**src/rtl/pre_parse_pkg.sv**
```systemverilog
// Shared definitions for the parse replay scheduler.
// Holds flow type codes, geometry constants, the descriptor layout,
// the scheduler state encoding and the per-packet routing decision.
package pre_parse_pkg;

  localparam logic [2:0] FLOW_TYPE_ENTROPY = 3'b000;
  localparam logic [2:0] FLOW_TYPE_SNI     = 3'b001;

  localparam int BEATS_PER_PKT = 33;
  localparam int PKTS_PER_FLOW = 5;
  localparam int DESC_DEPTH    = 8;
  localparam int CREDIT_W      = 6;
  localparam int DESC_W        = 14;

  typedef enum logic [2:0] {
    S_IDLE,
    S_LOAD,
    S_PKT_WAIT,
    S_PKT_RD,
    S_FLOW_END
  } sched_state_t;

  typedef enum logic [1:0] {
    ROUTE_DRAIN,
    ROUTE_ENT,
    ROUTE_PM
  } route_t;

  typedef struct packed {
    logic [7:0] flow_id;
    logic [2:0] flow_type;
    logic [2:0] which_pkt;
  } desc_t;

endpackage

```
**src/rtl/sched_desc_fifo.sv**
```systemverilog
// Synchronous descriptor FIFO with full/empty flags.
// Ports:
//   i_clk, i_rst_n : clock, asynchronous active-low reset
//   i_push, i_din  : write request and data
//   i_pop          : read request (head is shown on o_dout combinationally)
//   o_dout         : head entry
//   o_full/o_empty : occupancy flags
//   o_drop         : push refused because the FIFO is full and not popping
import pre_parse_pkg::*;

module sched_desc_fifo #(
  parameter int WIDTH = DESC_W,
  parameter int DEPTH = DESC_DEPTH
) (
  input  logic             i_clk,
  input  logic             i_rst_n,
  input  logic             i_push,
  input  logic [WIDTH-1:0] i_din,
  input  logic             i_pop,
  output logic [WIDTH-1:0] o_dout,
  output logic             o_full,
  output logic             o_empty,
  output logic             o_drop
);
  localparam int AW = $clog2(DEPTH);

  logic [WIDTH-1:0] r_mem [DEPTH];
  logic [AW:0]      r_wr_ptr;
  logic [AW:0]      r_rd_ptr;
  logic             w_pop_ok;
  logic             w_push_ok;

  // Extra pointer bit distinguishes full from empty.
  assign o_empty   = (r_wr_ptr == r_rd_ptr);
  assign o_full    = (r_wr_ptr[AW] != r_rd_ptr[AW]) &&
                     (r_wr_ptr[AW-1:0] == r_rd_ptr[AW-1:0]);
  assign w_pop_ok  = i_pop && !o_empty;
  // A pop in the same cycle frees the slot, so a push at full is still taken.
  assign w_push_ok = i_push && (!o_full || w_pop_ok);
  assign o_drop    = i_push && !w_push_ok;
  assign o_dout    = r_mem[r_rd_ptr[AW-1:0]];

  always_ff @(posedge i_clk) begin
    if (w_push_ok) r_mem[r_wr_ptr[AW-1:0]] <= i_din;
  end

  always_ff @(posedge i_clk or negedge i_rst_n) begin
    if (!i_rst_n) begin
      r_wr_ptr <= '0;
      r_rd_ptr <= '0;
    end else begin
      if (w_push_ok) r_wr_ptr <= r_wr_ptr + 1'b1;
      if (w_pop_ok)  r_rd_ptr <= r_rd_ptr + 1'b1;
    end
  end

endmodule

```
**src/rtl/parse_replay_sched.sv**
```systemverilog
// Replays buffered flows from the parse data/length FIFOs and routes each
// packet to the entropy engine, the pattern-match engine, or drains it.
// Ports:
//   i_clk, i_rst_n                 : clock, asynchronous active-low reset
//   i_desc_*, o_desc_ready         : classifier descriptor push interface
//   i_pkt_wr_done                  : one complete packet landed in the data FIFO
//   o_buf_rd_en/i_buf_data         : data FIFO read (1-cycle latency)
//   o_len_rd_en/i_len_data         : length FIFO read (1-cycle latency)
//   i_ent_ready, i_pm_ready        : engine packet-boundary flow control
//   o_data, o_ent_valid, o_pm_valid: beat stream to the engines
//   o_pkt_len/o_pkt_num/o_beat_cnt : per-beat packet metadata
//   o_flow_id/o_flow_type          : current flow
//   o_flow_start/o_flow_done       : flow boundary pulses
//   o_err                          : sticky {credit overflow, descriptor dropped}
import pre_parse_pkg::*;

module parse_replay_sched (
  input  logic        i_clk,
  input  logic        i_rst_n,
  input  logic        i_desc_valid,
  input  logic [7:0]  i_desc_flow_id,
  input  logic [2:0]  i_desc_flow_type,
  input  logic [2:0]  i_desc_which_pkt,
  output logic        o_desc_ready,
  input  logic        i_pkt_wr_done,
  output logic        o_buf_rd_en,
  input  logic [63:0] i_buf_data,
  output logic        o_len_rd_en,
  input  logic [7:0]  i_len_data,
  input  logic        i_ent_ready,
  input  logic        i_pm_ready,
  output logic [63:0] o_data,
  output logic        o_ent_valid,
  output logic        o_pm_valid,
  output logic [7:0]  o_pkt_len,
  output logic [2:0]  o_pkt_num,
  output logic [5:0]  o_beat_cnt,
  output logic [7:0]  o_flow_id,
  output logic [2:0]  o_flow_type,
  output logic        o_flow_start,
  output logic        o_flow_done,
  output logic [1:0]  o_err
);
  sched_state_t        r_state, w_state_next;
  logic [CREDIT_W-1:0] r_credit;
  logic [2:0]          r_pkt_num;
  logic [5:0]          r_beat;
  logic [7:0]          r_flow_id;
  logic [2:0]          r_flow_type;
  logic [2:0]          r_which_pkt;
  route_t              r_route, w_route;
  logic [1:0]          r_err;

  logic        r_s1_rd, r_s1_len, r_s1_ent, r_s1_pm;
  logic [5:0]  r_s1_beat;
  logic [2:0]  r_s1_pkt;
  logic [63:0] r_data;
  logic        r_ent_valid, r_pm_valid;
  logic [7:0]  r_pkt_len;
  logic [2:0]  r_out_pkt;
  logic [5:0]  r_out_beat;

  logic [DESC_W-1:0] w_fifo_dout;
  desc_t             w_desc;
  logic w_fifo_full, w_fifo_empty, w_drop, w_pop;
  logic w_target_ready, w_go, w_last_beat, w_last_pkt;

  sched_desc_fifo #(.WIDTH(DESC_W), .DEPTH(DESC_DEPTH)) u_desc_fifo (
    .i_clk   (i_clk),
    .i_rst_n (i_rst_n),
    .i_push  (i_desc_valid),
    .i_din   ({i_desc_flow_id, i_desc_flow_type, i_desc_which_pkt}),
    .i_pop   (w_pop),
    .o_dout  (w_fifo_dout),
    .o_full  (w_fifo_full),
    .o_empty (w_fifo_empty),
    .o_drop  (w_drop)
  );

  assign w_desc = desc_t'(w_fifo_dout);

  // Only the SNI packet of a type-001 flow reaches the pattern matcher;
  // which_pkt beyond the flow length never matches, so the flow drains.
  always_comb begin
    w_route = ROUTE_DRAIN;
    if (r_flow_type == FLOW_TYPE_ENTROPY)
      w_route = ROUTE_ENT;
    else if (r_flow_type == FLOW_TYPE_SNI && r_which_pkt == r_pkt_num)
      w_route = ROUTE_PM;
  end

  always_comb begin
    case (w_route)
      ROUTE_ENT: w_target_ready = i_ent_ready;
      ROUTE_PM:  w_target_ready = i_pm_ready;
      default:   w_target_ready = 1'b1;
    endcase
  end

  assign w_go        = (r_state == S_PKT_WAIT) && (r_credit != '0) && w_target_ready;
  assign w_last_beat = (r_beat == 6'(BEATS_PER_PKT - 1));
  assign w_last_pkt  = (r_pkt_num == 3'(PKTS_PER_FLOW - 1));

  always_comb begin
    w_state_next = r_state;
    w_pop        = 1'b0;
    o_buf_rd_en  = 1'b0;
    o_len_rd_en  = 1'b0;
    o_flow_start = 1'b0;
    o_flow_done  = 1'b0;
    case (r_state)
      S_IDLE:     if (!w_fifo_empty) w_state_next = S_LOAD;
      S_LOAD: begin
        w_pop        = 1'b1;
        o_flow_start = 1'b1;
        w_state_next = S_PKT_WAIT;
      end
      S_PKT_WAIT: if (w_go) w_state_next = S_PKT_RD;
      S_PKT_RD: begin
        o_buf_rd_en = 1'b1;
        o_len_rd_en = (r_beat == '0);
        if (w_last_beat) w_state_next = w_last_pkt ? S_FLOW_END : S_PKT_WAIT;
      end
      S_FLOW_END: begin
        o_flow_done  = 1'b1;
        w_state_next = S_IDLE;
      end
      default:    w_state_next = S_IDLE;
    endcase
  end

  always_ff @(posedge i_clk or negedge i_rst_n) begin
    if (!i_rst_n) begin
      r_state     <= S_IDLE;
      r_credit    <= '0;
      r_pkt_num   <= '0;
      r_beat      <= '0;
      r_flow_id   <= '0;
      r_flow_type <= '0;
      r_which_pkt <= '0;
      r_route     <= ROUTE_DRAIN;
      r_err       <= '0;
    end else begin
      r_state <= w_state_next;
      if (r_state == S_LOAD) begin
        r_flow_id   <= w_desc.flow_id;
        r_flow_type <= w_desc.flow_type;
        r_which_pkt <= w_desc.which_pkt;
        r_pkt_num   <= '0;
      end
      if (w_go) begin
        r_route <= w_route;
        r_beat  <= '0;
      end
      if (r_state == S_PKT_RD) begin
        if (!w_last_beat)     r_beat    <= r_beat + 1'b1;
        else if (!w_last_pkt) r_pkt_num <= r_pkt_num + 1'b1;
      end
      // Simultaneous arrival and consumption cancel out.
      if (i_pkt_wr_done && !w_go) begin
        if (r_credit == '1) r_err[1] <= 1'b1;
        else                r_credit <= r_credit + 1'b1;
      end else if (!i_pkt_wr_done && w_go) begin
        r_credit <= r_credit - 1'b1;
      end
      if (w_drop) r_err[0] <= 1'b1;
    end
  end

  // Stage 1 tracks the read issued this cycle; stage 2 meets the FIFO data
  // that arrives one cycle later.
  always_ff @(posedge i_clk or negedge i_rst_n) begin
    if (!i_rst_n) begin
      r_s1_rd     <= 1'b0;
      r_s1_len    <= 1'b0;
      r_s1_ent    <= 1'b0;
      r_s1_pm     <= 1'b0;
      r_s1_beat   <= '0;
      r_s1_pkt    <= '0;
      r_data      <= '0;
      r_ent_valid <= 1'b0;
      r_pm_valid  <= 1'b0;
      r_pkt_len   <= '0;
      r_out_pkt   <= '0;
      r_out_beat  <= '0;
    end else begin
      r_s1_rd     <= o_buf_rd_en;
      r_s1_len    <= o_len_rd_en;
      r_s1_ent    <= o_buf_rd_en && (r_route == ROUTE_ENT);
      r_s1_pm     <= o_buf_rd_en && (r_route == ROUTE_PM);
      r_s1_beat   <= r_beat;
      r_s1_pkt    <= r_pkt_num;
      r_ent_valid <= r_s1_ent;
      r_pm_valid  <= r_s1_pm;
      if (r_s1_rd) begin
        r_data     <= i_buf_data;
        r_out_beat <= r_s1_beat;
        r_out_pkt  <= r_s1_pkt;
      end
      if (r_s1_len) r_pkt_len <= i_len_data;
    end
  end

  // Gated with reset so every output reads 0 while reset is held.
  assign o_desc_ready = i_rst_n && !w_fifo_full;
  assign o_data       = r_data;
  assign o_ent_valid  = r_ent_valid;
  assign o_pm_valid   = r_pm_valid;
  assign o_pkt_len    = r_pkt_len;
  assign o_pkt_num    = r_out_pkt;
  assign o_beat_cnt   = r_out_beat;
  assign o_flow_id    = r_flow_id;
  assign o_flow_type  = r_flow_type;
  assign o_err        = r_err;

endmodule

```
**config.mk**
```make
export PLATFORM = sky130hd
export DESIGN_NAME = parse_replay_sched
export DESIGN_NICKNAME = d
export VERILOG_FILES = /design/src/rtl/pre_parse_pkg.sv /design/src/rtl/sched_desc_fifo.sv /design/src/rtl/parse_replay_sched.sv
export SDC_FILE = /design/constraint.sdc
export NUM_CORES = 1
export LEC_CHECK = 0
export CORE_MARGIN = 3
export CORE_UTILIZATION = 55
export CTS_CLUSTER_SIZE = 10
export DETAILED_ROUTE_END_ITERATION = 10
export PLACE_DENSITY_LB_ADDON = 0.08
export SETUP_SLACK_MARGIN = 0.05
export SYNTH_ARGS = -nofsm -noshare
export SYNTH_HDL_FRONTEND = slang
export SYNTH_SLANG_ARGS = --single-unit
export TNS_END_PERCENT = 100
```
**constraint.sdc**
```tcl
create_clock -name i_clk -period 8 [get_ports i_clk]
set_input_delay 1.6 -clock i_clk [delete_from_list [all_inputs] [get_ports i_clk]]
set_output_delay 1.6 -clock i_clk [all_outputs]
set_load 0.03 [all_outputs]
```
==> flow_summary.ini <==
[outcome]
outcome = finished clean

[timing]
fmax_ghz = 0.221
skew_ps = 14.6
min_period_over_period = 0.567
drv_slew = 0
tns_ps = 0
fin_crit_ps = 4530
worstMarginPinSlew_ps = 1040
relSlewSlack = 0.309
worst_slack_ps = 3470
finalSetupViolations = 0
hold_violations = 0
rsz0062_at_grt = false

[drt]
wl_met3_mm = 1.19
drt-initial-drc-count = 335
ant_nets = 0
top_layer = met4
via_per_inst = 5.52
vias = 5666
wl_mm = 20.3
wl_per_cell_um = 19.8
first_pass_iters = 6
wl_met1_mm = 8.46
wl_met2_mm = 10.1
drcViolationCount = 0

[synth]
synth_nets = 683
ys_ff_latch = 252
synth_edf_count = 112
synth_xor_area_frac = 0.0161
synth_ff_type = dfrtp_1
synth_area_leaders = dfrtp_1 36%, edfxtp_1 34%, mux2_2 9.5%
ys_top_cells_by_count = 140 x dfrtp_1, 112 x edfxtp_1, 83 x mux2_2
synthMostInstantiatedCell = dfrtp_1
synthArstFlopShare = 0.556
synthMuxAreaShare = 0.183
synth-seq-area-share = 0.701
yosys.area_share.simple = 0.0425
yosysTopAreaCellShare = 0.358
synth_area_um2 = 9800
post_synth_inst_count = 580
yosysUniqueCellTypes = 45
syn_avg_cell_area_um2 = 16.9
synth_compound_area_frac = 0.0276
synth_fa_ha_area_frac = 0.0148
yosysTopAreaCell = dfrtp_1
synth_top_family_by_area = multiplexers
ys_warn_count = 0

[floorplanning]
core_um2 = 17400
die_width_um = 139
die-area_um2 = 19500
start_util = 0.565
std_cell_rows = 48
io_pins = 193
die_y_um = 139

[cells_and_area]
fin_cells = 1027
fill_cells = 1046
multi_input_area_um2 = 2800
final_layout_size_suffix_gt1_frac = 0.206
n_antenna_cell = 0
area_growth_pct = 30.5
final_nets = 890
final-seq-area_um2 = 6870

[power_and_ir_drop]
power_density_nw_per_um2 = 332
seqPwrFrac = 0.426
power_switching_share = 0.312
leakage_nw = 4.93
switchingPower_w = 0.00133
clkPwrFrac = 0.263
intPower_w = 0.00292
combinationalPowerShare = 0.311
ir_drop_mv = 0.273

[clock_network]
cts_setup_buffers = 0
clockBufferDepth = 3
clkSinkCount = 252
holdBufCountCts = 0
clkLatencyLatePin_ps = 520
h-tree-depth = 1
cts_buffers = 29
clk_pin_slew_ps = 60
cts_root_buf = clkbuf_16
cts-resized-gates = 0
cts_tree = done

[global_routing]
antenna_found_initial = 0
track_usage = 0.209
grt_max_degree = 77
grt_pass1_vias = 5920
gr-total-overflow = 0
grt_pass1_wl_mm = 32.5

[worst_setup_path]
crit_fanout = 66
cp.arrival_ps = 2930
crit_required_ps = 6400
cp-end-kind = primary output
worstSetupPathType = in -> out
cp-start-kind = primary input

[placement]
placed_cells_incl_taps = 981
gp_congestion = 0.836
portBuffers = 192
place_ws_ps = 3080
hpwl_mm = 13.3

[hold_path]
hold_class = reg -> reg

[job]
max_cap_violations = 0
## area by class of cell
class                      instances  share of cell area
timing repair buffer             202               0.156
clock inverter                     1            0.000685
multi-input combinational        290               0.219
tap                              225              0.0220
clock buffer                      45              0.0614
sequential                       252               0.537
inverter                          12             0.00352
## cell usage in the layout (no fill, tap or decap), drive strengths merged, types with 2 or more instances in the layout
cell type and instances:
clkdlybuf4s50 191, dfrtp 140, edfxtp 112, mux2 85, clkbuf 45, nand2 30, mux4 28, o21ai 22
mux2i 20, nor2 15, inv 12, buf 11, xnor2 10, ha 10, nand3 9, xor2 8
a21oi 7, nor3 7, nand4 4, a21o 4, o41ai 3, nor4 3, and2 3, or4b 3
o211ai 2, nand2b 2, nor3b 2, a31o 2
## final timing paths
check                                from                      end  slack [ps]  cells after the start
max reg2reg                o_flow_type[2]              r_credit[5]        4440                     10
max in group asynchronous         i_rst_n  u_desc_fifo.r_rd_ptr[0]        5500                      2
max                               i_rst_n             o_desc_ready        3470                      3
min reg2reg                      r_s1_ent              o_ent_valid         350                      0
min                              r_s1_ent              o_ent_valid         350                      0
min in group asynchronous         i_rst_n               o_data[58]        1060                      1
## metal layers
metal / vias up / track usage
li1: 2578 / -
met1: 2827 / 0.270
met2: 217 / 0.361
met3: 44 / 0.0364
met4: 0 / 0.0700
met5: - / 0
## registers in the layout, indices dropped and copies added (netlist names), 2 cells and up
register and flops:
u_desc_fifo.r_mem 112, o_data 64, o_flow_id 8, o_pkt_len 8, o_beat_cnt 6, r_beat 6, r_credit 6, r_s1_beat 6
u_desc_fifo.r_rd_ptr 4, u_desc_fifo.r_wr_ptr 4, o_flow_type 3, o_pkt_num 3, r_pkt_num 3, r_s1_pkt 3, r_state 3, r_which_pkt 3
o_err 2, r_route 2
## critical path, cell delays in order
cell	delay, ps
buf_6	450
and2_1	210
clkdlybuf4s50_1	660
## power by group through the flow
stage                     clock, W  sequential, W  combinational (W)
after floorplan                  0        0.00205           0.000578
after global placement           0        0.00181            0.00129
after detailed placement         0        0.00184            0.00133
after CTS                  0.00115        0.00181            0.00133
after global routing       0.00120        0.00184            0.00141
final                      0.00112        0.00181            0.00132
## cell families (layout without fill, tap and decap cells)
group / after synthesis / in the layout
AOI/OAI and AO/OA: 45 / 45
xor gates and xnor gates: 18 / 18
adders and majority gates: 11 / 11
buffers and inverters: 38 / 260
DFF: 252 / 252
muxes: 133 / 133
and+or+nand+nor: 83 / 83
## stage by stage
step | total power [W] | hold WS (ps) | utilization | area, µm²
5_1_grt | 0.00445 | 357 | 0.737 | 12800
6_report | 0.00425 | 354 | 0.737 | 12800
3_3_place_gp | 0.00310 | 336 | 0.691 | 12000
2_1_floorplan | 0.00263 | 331 | - | 9800
3_5_place_dp | 0.00316 | 338 | 0.691 | 12000
4_1_cts | 0.00429 | 358 | 0.737 | 12800
No activity file was read; power rests on OpenSTA's default activity.
